### src/rtl/card_dealer.sv
// Single-deck card dealer: draws without replacement by walking a 6-bit LFSR over a used-slot bitmap.
// Define DEALER_SEED_MIX_EN to also step the LFSR in IDLE, so the deal order depends on request timing.
module card_dealer #(
  parameter logic [5:0] LFSR_SEED  = 6'h01,
  parameter int         NUM_CARDS  = 52,
  parameter logic [3:0] FACE_VALUE = 4'd10
) (
  input  logic       i_clk,
  input  logic       i_reset,
  input  logic       i_dealReq,
  input  logic       i_shuffle,
  output logic       o_addNewCard,
  output logic [3:0] o_newCard,
  output logic       o_busy,
  output logic [5:0] o_cardsRemaining,
  output logic       o_deckEmpty
);

  // Handshake: o_addNewCard is a one-cycle valid with o_newCard; there is no ready,
  // and i_dealReq is only accepted in IDLE (o_busy low), never queued.
  typedef enum logic {ST_IDLE = 1'b0, ST_SEARCH = 1'b1} state_e;

  // A zero seed would lock the LFSR, so it is replaced by 1.
  localparam logic [5:0] SEED      = (LFSR_SEED == 6'h00) ? 6'h01 : LFSR_SEED;
  localparam logic [5:0] DECK_SIZE = 6'(NUM_CARDS);

  state_e      state_q, state_d;
  logic [5:0]  lfsr_q, lfsr_d;
  logic [63:0] used_q, used_d;
  logic [5:0]  remaining_q, remaining_d;
  logic [3:0]  new_card_q, new_card_d;
  logic        add_q, add_d;

  logic [5:0]  lfsr_next;
  logic [5:0]  idx;
  logic [5:0]  rank;
  logic        hit;

  assign lfsr_next = {lfsr_q[4:0], lfsr_q[5] ^ lfsr_q[4]};
  assign idx       = lfsr_q - 6'd1;
  assign rank      = idx % 6'd13;
  assign hit       = (idx < DECK_SIZE) && !used_q[idx];

  always_ff @(posedge i_clk or posedge i_reset) begin
    if (i_reset) begin
      state_q     <= ST_IDLE;
      lfsr_q      <= SEED;
      used_q      <= '0;
      remaining_q <= DECK_SIZE;
      new_card_q  <= 4'd0;
      add_q       <= 1'b0;
    end else begin
      state_q     <= state_d;
      lfsr_q      <= lfsr_d;
      used_q      <= used_d;
      remaining_q <= remaining_d;
      new_card_q  <= new_card_d;
      add_q       <= add_d;
    end
  end

  always_comb begin
    state_d     = state_q;
    lfsr_d      = lfsr_q;
    used_d      = used_q;
    remaining_d = remaining_q;
    new_card_d  = new_card_q;
    add_d       = 1'b0;
    case (state_q)
      ST_IDLE: begin
`ifdef DEALER_SEED_MIX_EN
        lfsr_d = lfsr_next;
`else
        lfsr_d = lfsr_q;
`endif
        if (i_shuffle) begin
          used_d      = '0;
          lfsr_d      = SEED;
          remaining_d = DECK_SIZE;
        end else if (i_dealReq && (remaining_q != 6'd0)) begin
          state_d = ST_SEARCH;
        end
      end
      ST_SEARCH: begin
        if (i_shuffle) begin
          used_d      = '0;
          lfsr_d      = SEED;
          remaining_d = DECK_SIZE;
          state_d     = ST_IDLE;
        end else begin
          lfsr_d = lfsr_next;
          if (hit) begin
            used_d[idx] = 1'b1;
            new_card_d  = (rank < 6'd9) ? (rank[3:0] + 4'd1) : FACE_VALUE;
            add_d       = 1'b1;
            remaining_d = remaining_q - 6'd1;
            state_d     = ST_IDLE;
          end
        end
      end
      default: state_d = ST_IDLE;
    endcase
  end

  assign o_addNewCard     = add_q;
  assign o_newCard        = new_card_q;
  assign o_busy           = (state_q == ST_SEARCH);
  assign o_cardsRemaining = remaining_q;
  assign o_deckEmpty      = (remaining_q == 6'd0);

endmodule

### config.mk
export PLATFORM = sky130hd
export DESIGN_NAME = card_dealer
export DESIGN_NICKNAME = d
export VERILOG_FILES = /design/src/rtl/card_dealer.sv
export SDC_FILE = /design/constraint.sdc
export NUM_CORES = 1
export LEC_CHECK = 0
export CAP_MARGIN = 25
export CELL_PAD_IN_SITES_DETAIL_PLACEMENT = 0
export CELL_PAD_IN_SITES_GLOBAL_PLACEMENT = 1
export CORE_ASPECT_RATIO = 1.4
export CORE_UTILIZATION = 47
export CTS_BUF_LIST = sky130_fd_sc_hd__clkbuf_16
export DETAILED_ROUTE_END_ITERATION = 7
export PLACE_DENSITY_LB_ADDON = 0.3
export SKIP_CTS_REPAIR_TIMING = 1
export SLEW_MARGIN = 40
export SYNTH_ARGS = -nofsm -noshare
export SYNTH_HDL_FRONTEND = slang
export SYNTH_SLANG_ARGS = --single-unit
### constraint.sdc
create_clock -name i_clk -period 4.7 [get_ports i_clk]
set_input_delay 1.175 -clock i_clk [delete_from_list [all_inputs] [get_ports i_clk]]
set_output_delay 1.175 -clock i_clk [all_outputs]
set_load 0.05 [all_outputs]
======== Word-level counts from Yosys, hierarchy flattened ========
Index checks and enable logic that the tools add are counted.
word-level totals
  register bits ........................... 82
  bits in latches ......................... 0
  RAM bits ................................ 0
  ROM bits ................................ 0
  output and inout bits ................... 13
  memories ................................ 0
cells by class
  $add $sub $neg .......................... 3
  multiply operators ...................... 0
  div/mod/pow operators ................... 1
  $lt $le $gt $ge ......................... 4
  eq/ne operators ......................... 2
  shift-type cells ........................ 0
  muxes and demuxes ....................... 24
  bitwise gates (word level) .............. 4
  reduce and logical (&&, ||, !) cells .... 8
operator list
  operator                                                           number
  2-to-1 mux 64 bit                                                  3
  case mux 64 bit (2 select lines)                                   1
  OR 64 bit                                                          1
  2-to-1 mux 6 bit                                                   5
  case mux 6 bit (2 select lines)                                    2
  subtractor 6 x 1 -> 6 bit, second input constant                   2
  2-to-1 mux 1 bit                                                   9
  < comparator 6 x 7 -> 1 bit, second input constant                 1
  binary-select mux 1 bit (select 6 bit)                             1
  demux 1 bit (select 6 bit)                                         1
  greater-or-equal comparator 6 x 1 -> 1 bit, second input constant  1
  zero test 6 bit                                                    1
  < comparator 6 x 4 -> 1 bit, second input constant                 1
  < comparator 6 bit, second input constant                          1
  modulo 6 x 4 -> 6 bit, second input constant                       1
  nonzero test 6 bit                                                 1
  adder 4 x 1 -> 4 bit, second input constant                        1
  2-to-1 mux 4 bit                                                   1
  logical AND 1 bit                                                  3
  != test 3 x 2 -> 1 bit, second input constant                      1
  AND reduction 3 bit                                                1
  != test 2 bit, second input constant                               1
  NOT 1 bit                                                          2
  case mux 1 bit (2 select lines)                                    1
  3 further kinds                                                    3

======== Longest topological paths before layout ========
Gate-level depths: netlist of run 1.
  depth after elaboration ................. 9
  depth in mapped cells ................... 22
  mapped depth without buffers ............ 19

======== Worst setup path after synthesis of run 1 ========
No wires, ideal clock.
  kind .................................... register -> register
  from .................................... reg lfsr_q[1]
  to ...................................... reg new_card_q[2], in the netlist o_newCard[2]
  setup time .............................. 0.092 ns
  data arrival time ....................... 3.941 ns
  path slack .............................. 0.667 ns
  cell stages (with the launch flop) ...... 22
  buffers on the path ..................... 3
  period minus slack after synthesis ...... 4.033 ns
  cell sequence ........................... dfrtp_1 clkbuf_1 inv_1 ha_1 buf_2 buf_2 nor2b_1 a21o_1 a221oi_1 a21oi_1 inv_1 ha_1 a22oi_1 a31oi_4 mux2_4 a31oi_2 nand2b_1 xnor2_1 ha_1 o31a_1 nand4_2 o31ai_2
on the way
  longest elaborated chain between the ends .. 6
  elaborated cells between the ends (all ways) .. 11
  classes of those cells .................. add/sub: 2; div: 1; order compare: 2; mux: 3; reduce/logical: 3
ends and longest elaborated chain
  element                                                                        RTL line  source
  start: declaration                                                             28        logic [5:0] lfsr_q, lfsr_d;
  start signal: assignment                                                       54        lfsr_q <= lfsr_d;
  subtractor 6 x 1 -> 6 bit (*)                                                  40        assign idx = lfsr_q - 6'd1;
  parallel branches: the longest is 5 deep, another holds modulo 6 x 4 -> 6 bit  n/a
  end signal: assignment                                                         57        new_card_q <= new_card_d;
  end: declaration                                                               31        logic [3:0] new_card_q, new_card_d;
Mark *: on every way between the ends. The select of a mux whose other input is x is not followed.
A chain may end at the register's enable or synchronous reset.

======== Worst setup path after layout of run 1 ========
  from .................................... reg lfsr_q[0]
  to ...................................... reg new_card_q[2], in the netlist o_newCard[2]
Same word-level chain as after synthesis.

==> out/qor.csv, run 1 <==
metric,value,unit
final_hold_viol_count,0,
syn_avg_cell_area,9.116,um2
die_h,116.5,um
ant_nets,0,
fillerInstances,845,
drive_above_1_share,0.1204,
report.final.slew_viol_count,0,
synth-edff-count,0,
syn_area,0.004403,mm2
netlist_instances,483,
syn_nets,495,
cts_buffer_depth,2,
arrival,4.32,ns
first_global_vias,3758,
setup_viol,0,
final_cell_mix,"76 x nor2_1, 70 x dfrtp_1, 54 x a31oi_1",
numCtsBuffers,9,
via_per_inst,6.322,
nets,497,
worst_slew_pin_slew,0.7554,ns
grtUsageTotal,0.2634,
drt_iter0_markers,242,
violations,design-rule violations,
power.density,366.7,mW/mm2
drc,2,
multi_input_area,0.002327,mm2
fin_crit_sh,0.8662,
ys_top_cells_by_area,"dfrtp_1 40%, a31oi_1 7.7%, nor2_1 6.6%",
h-tree-depth,3,
clk_pin_slew_worst_paths,0.06,ns
core.rowCount,41,
total_leakage_power,2.037,nW
syn_to_final_growth,11.28,%
io_pins,17,
antenna_cells,0,
outcome,finished with violations,
fin_area,0.004900,mm2
skew,0.006756,ns
die-area,0.009764,mm2
start_util,0.4849,
critPathMaxFanout,9,
synth.distinct_cells,73,
yosys_warnings,0,
die_w,83.80,um
fin_crit,4.071,ns
core_area,0.009080,mm2
worst_setup_path_start_kind,register,
antenna_found_initial,0,
post_dp_cell_area,0.004643,mm2
hpwl,8154,um
setup_tns,0,ns
dr.pass1.iters,6,
path_class,register to register,
gp_congestion,0.8991,
synth_ff_type,dfrtp_1,
grt_pass1_wl,19680,um
dp_cells,581,
async_reset_ff_frac,1.000,
finalPower,0.001797,W
final_common_cell,nor2_1,
overflow,0,
cts_tree,yes,
yosys.area.top_type,dfrtp_1,
wl_per_cell,20.22,um
post-route-util,0.5396,
rsz0062_at_grt,no,
synth_top_area_share,0.3978,
via_count,3774,
clkSinkCount,74,
critPathCaptureType,register,
grt_max_degree,70,
numPortBuffers,16,
layout.cells.non_filler,597,
cap_violations,0,
slew_headroom,0.4953,
ir_drop,0.1940,mV
insertion_delay,0.34,ns
ys_ff_latch,74,
cp.required,4.95,ns
drt_wl_total,12070,um
max_clock_freq,245.6,MHz
hold_class,register to register,
seq_area,0.001857,mm2
clock_tree.root_cell,clkbuf_16,
synth-seq-area-share,0.4217,
state kept, by name, summed over array words and instances, names as in the netlist:
name and flops:
o_busy 1, used_q 56, o_addNewCard 1, o_cardsRemaining 6, o_newCard 4, lfsr_q 6
worst max-delay path: stages (launching register included):
cell and delay, ns:
dfstp_2 0.60, inv_2 0.05, ha_1 0.24, nor2b_1 0.12, a21o_1 0.13, a221oi_1 0.07, a21oi_1 0.24, inv_1 0.09
ha_1 0.24, a22oi_1 0.38, a31oi_4 0.10, mux2_4 0.39, a31oi_2 0.22, nand2b_1 0.18, xnor2_1 0.14, ha_1 0.19
o31a_1 0.16, nand4_2 0.16, o31ai_2 0.27
through the flow:
step | setup WS, ns | hold slack (ns)
CTS | 0.6434 | 0.4936
finish | 0.6287 | 0.4901
global route | 0.2968 | 0.5111
detailed placement | 0.6566 | 0.4830
global placement | 0.7567 | 0.4699
floorplan | 0.6671 | 0.4571
final timing paths:
kind                             from            to  slack (ns)  cells after the start
max in group asynchronous     i_reset     lfsr_q[2]        2.82                      3
min in group asynchronous     i_reset    used_q[28]        1.25                      2
setup reg to reg            lfsr_q[0]  o_newCard[2]        0.63                     18
hold reg to reg            used_q[41]    used_q[41]        0.49                      2
hold / removal             used_q[41]    used_q[41]        0.49                      2
setup / recovery            lfsr_q[0]  o_newCard[2]        0.63                     18
area by class of cell:
cell class,count,share of cell area
repair buffers,30,0.05567
multi-input cells,356,0.4750
inverters,14,0.01098
flip-flops and latches,74,0.3790
clock inverters,7,0.006129
well taps,107,0.02732
clock buffers,9,0.04597
per-layer routing:
metal  GRT usage  routed length (um)  vias to the layer above
li1            -                   -                     1750
met1      0.3194                5076                     1880
met2      0.4557                6048                      112
met3     0.03039                 504                       32
met4      0.1563                 443                        0
met5           0                   0                        -
logic make-up (layout without fill, tap and decap cells):
family	count (synthesis)	count (layout)	synth area share
AND/OR/NAND/NOR	189	189	0.2092
flip-flops	74	74	0.4217
AO/OA/AOI/OAI	127	127	0.2103
buffers and inverters	53	60	0.05257
XOR/XNOR	14	14	0.02956
multiplexers	18	18	0.05399
adder cells (fa/ha/maj)	8	8	0.02273
cell usage after synthesis, drive strengths merged (2+ instances only):
cell / instances
nand2b: 9
nor3b: 3
a21o: 2
a21oi: 8
a22oi: 2
nand4: 8
o221ai: 2
nor3: 9
o31ai: 3
dfrtp: 70
clkbuf: 19
a221oi: 4
o21a: 4
nand3: 14
and4: 2
a211oi: 3
a221o: 2
ha: 8
nand3b: 4
xor2: 6
a21boi: 2
and3b: 2
o211ai: 6
inv: 14
o22a: 4
a31oi: 56
nand2: 39
nor2b: 8
a22o: 3
xnor2: 8
buf: 20
or2: 3
a32oi: 2
dfstp: 4
mux2: 3
mux2i: 11
mux4: 4
nor2: 77
o21ai: 12
or3: 3
and2: 5
power breakdown:
group / internal (W) / switching [W]
Combinational: 0.000165 / 0.000336
Clock: 0.000346 / 0.000257
Sequential: 0.000666 / 0.0000259
Total: 0.00118 / 0.000619
No activity file was read; power rests on OpenSTA's default activity.
==> inputs of run 2 (changes only) <==
--- a/config.mk
+++ b/config.mk
@@ -8,9 +8,9 @@
 export CAP_MARGIN = 25
 export CELL_PAD_IN_SITES_DETAIL_PLACEMENT = 0
 export CELL_PAD_IN_SITES_GLOBAL_PLACEMENT = 1
-export CORE_ASPECT_RATIO = 1.4
 export CORE_UTILIZATION = 47
 export CTS_BUF_LIST = sky130_fd_sc_hd__clkbuf_16
+export CTS_CLUSTER_DIAMETER = 40
 export DETAILED_ROUTE_END_ITERATION = 7
 export PLACE_DENSITY_LB_ADDON = 0.3
 export SKIP_CTS_REPAIR_TIMING = 1
==> run 2 against run 1 <==
  * The run now ends clean
  * Critical path type unchanged
  * Critical endpoint unchanged
  * Clock-buffer cell count unchanged
  * Global-route usage fell by 1.2 points
  * Non-clock buffer count shrank 4
  * Via count decreased by 0.72%
  * Routed wire length fell by 4.5%
  * Clock power is 14% higher
  * Hold slack lost 0.0011 ns
==> out/qor.csv, run 2 (synthesized netlist as in run 1, its figures left out) <==
metric,value,unit,change
first_global_vias,3638,,-3.2%
grtUsageTotal,0.2511,,-0.01229
core.rowCount,34,,-17%
post-route-util,0.5521,,+0.01245
core_area,0.008891,mm2,-2.1%
max_clock_freq,235.4,MHz,-4.2%
path_class,register to register,,
grt_max_degree,70,,unchanged
clk_pin_slew_worst_paths,0.06,ns,about the same
p_int,0.001237,W,+5.0%
drt_iter0_markers,249,,+2.9%
fin_crit,4.249,ns,+0.1774 ns
critPathMaxFanout,11,,+2
critPathCaptureType,register,,
cp.required,4.96,ns,about the same
grt_use_met2,0.3986,,-0.05714
power.share.clock,0.369,,+0.033
regMostFlops,used_q,,
setup_tns,0,ns,unchanged
p_switching,0.0006335,W,+2.4%
nets,493,,-0.80%
ir_drop,0.1992,mV,+2.7%
final_common_cell,nor2_1,,
report.final.slew_viol_count,0,,unchanged
numCtsBuffers,9,,unchanged
clkSinkCount,74,,unchanged
drive_above_1_share,0.1235,,+0.003049
ff2ff_setup_slack,0.45,ns,-0.18 ns
fin_crit_sh,0.9040,,+0.03775
fin_area,0.004908,mm2,+0.18%
seq_area,0.001857,mm2,unchanged
ff2ff_path_depth,19,,+1
path_cells,inv_2 -> ha_1 -> nor2b_1 -> a21o_1 -> a221oi_1 -> a21oi_1 -> inv_1 -> ha_1 -> a22oi_1 -> a31oi_4 -> mux2_4 -> a31oi_2 -> nand2b_1 -> xnor2_1 -> ha_1 -> nor2_1 -> nand4_1 -> nand4_2 -> o31ai_2,,
slew_headroom,0.4936,,-0.001756
antenna_cells,0,,unchanged
drt_wl_total,11530,um,-4.5%
pre_cts_slack,0.4460,ns,-0.2106 ns
cap_violations,0,,unchanged
die-area,0.009759,mm2,about the same
hpwl,7627,um,-6.5%
gr-usage-met1,0.3472,,+0.02780
antenna_found_initial,0,,unchanged
regToRegStartpoint,lfsr_q[0],,
overflow,0,,unchanged
rsz0062_at_grt,no,,
drc,0,,-2
setup_viol,0,,unchanged
total_leakage_power,2.020,nW,-0.80%
p_comb_frac,0.260,,-0.019
startpoint,lfsr_q[0],,
die_h,98.79,um,-15%
crit_path_max_incr_delay,0.64,ns,+0.04 ns
clock_tree.root_cell,clkbuf_16,,
dp_cells,578,,-0.52%
worst_setup_path_start_kind,register,,
layout.cells.non_filler,594,,-0.50%
grt_util_met3,0.05106,,+0.02068
via_count,3747,,-0.72%
cts_buffer_depth,2,,unchanged
insertion_delay,0.35,ns,about the same
grt_pass1_wl,18880,um,-4.1%
finalWorstSetupSlack,0.4513,ns,-0.1774 ns
crit_path_top_delay_cell,dfstp_2,,
die_w,98.79,um,+18%
skew,0.01287,ns,+0.006114 ns
top_usage_layer,met2,,
post_dp_cell_area,0.004614,mm2,-0.62%
fillerInstances,827,,-2.1%
ant_nets,0,,unchanged
hold_class,register to register,,
rr_endpoint,o_newCard[2],,
power.density,381.1,mW/mm2,+3.9%
critPathCapture,o_newCard[2],,
start_util,0.4952,,+0.01030
h-tree-depth,3,,unchanged
arrival,4.51,ns,+0.19 ns
via_per_inst,6.308,,-0.21%
numPortBuffers,16,,unchanged
dr.pass1.iters,5,,-1
wl_per_cell,19.41,um,-4.0%
cts_tree,yes,,
switching_share,0.3386,,-0.005817
largest_reg_flops,56,,unchanged
sequentialPowerShare,0.370,,-0.015
syn_to_final_growth,11.48,%,
final_cell_mix,"76 x nor2_1, 70 x dfrtp_1, 54 x a31oi_1",,
outcome,finished clean,,
multi_input_area,0.002340,mm2,+0.54%
cp_common_cell,ha_1,,
gp_congestion,0.9066,,+0.83%
final_hold_viol_count,0,,unchanged
io_pins,17,,unchanged
worst_slew_pin_slew,0.7580,ns,+0.002628 ns
run 2: how the worst min path moves through the flow:
stage | start | endpoint | slack, ns | cells past startpoint
6_report | used_q[15] | used_q[15] | 0.49 | 2
5_1_grt | used_q[51] | used_q[51] | 0.51 | 2
4_1_cts | used_q[49] | used_q[49] | 0.49 | 2
3_5_place_dp | used_q[24] | used_q[24] | 0.48 | 2
3_3_place_gp | used_q[6] | used_q[6] | 0.47 | 2
2_1_floorplan | used_q[13] | used_q[13] | 0.46 | 2
run 2: layer usage:
layer | up-vias | share of wire
li1 | 1756 | -
met4 | 0 | 0.019
met5 | - | 0
met1 | 1867 | 0.45
met2 | 106 | 0.47
met3 | 18 | 0.058
run 2: per-stage QoR:
step	hold slack [ns]	total power, W
finish	0.4891	0.001871
global route	0.5102	0.001946
CTS	0.4928	0.001875
detailed placement	0.4814	0.001189
global placement	0.4728	0.001183
floorplan	0.4571	0.001055
run 2: critical path: cells and delay by family (launching register included):
kind	cells	cell delay, ns
adders and majority gates	3	0.75
buffers and inverters	2	0.23
xor gates and xnor gates	1	0.14
DFF	1	0.64
muxes	1	0.38
AOI/OAI and AO/OA	7	1.35
and+or+nand+nor	5	0.66
run 2: final cells by class:
class                   instances  share of cell area
flip-flops and latches         74              0.3783
well taps                     108             0.02753
repair buffers                 26             0.04690
inverters                      14             0.01071
multi-input cells             356              0.4767
clock inverters                 7             0.01402
clock buffers                   9             0.04588
run 2: power by group through the flow:
stage / combinational (W) / clock (W) / sequential [W]
after global placement: 0.000480 / 0 / 0.000704
after floorplan: 0.000283 / 0 / 0.000772
final: 0.000487 / 0.000690 / 0.000693
after detailed placement: 0.000484 / 0 / 0.000705
after CTS: 0.000486 / 0.000695 / 0.000694
after global routing: 0.000525 / 0.000723 / 0.000697
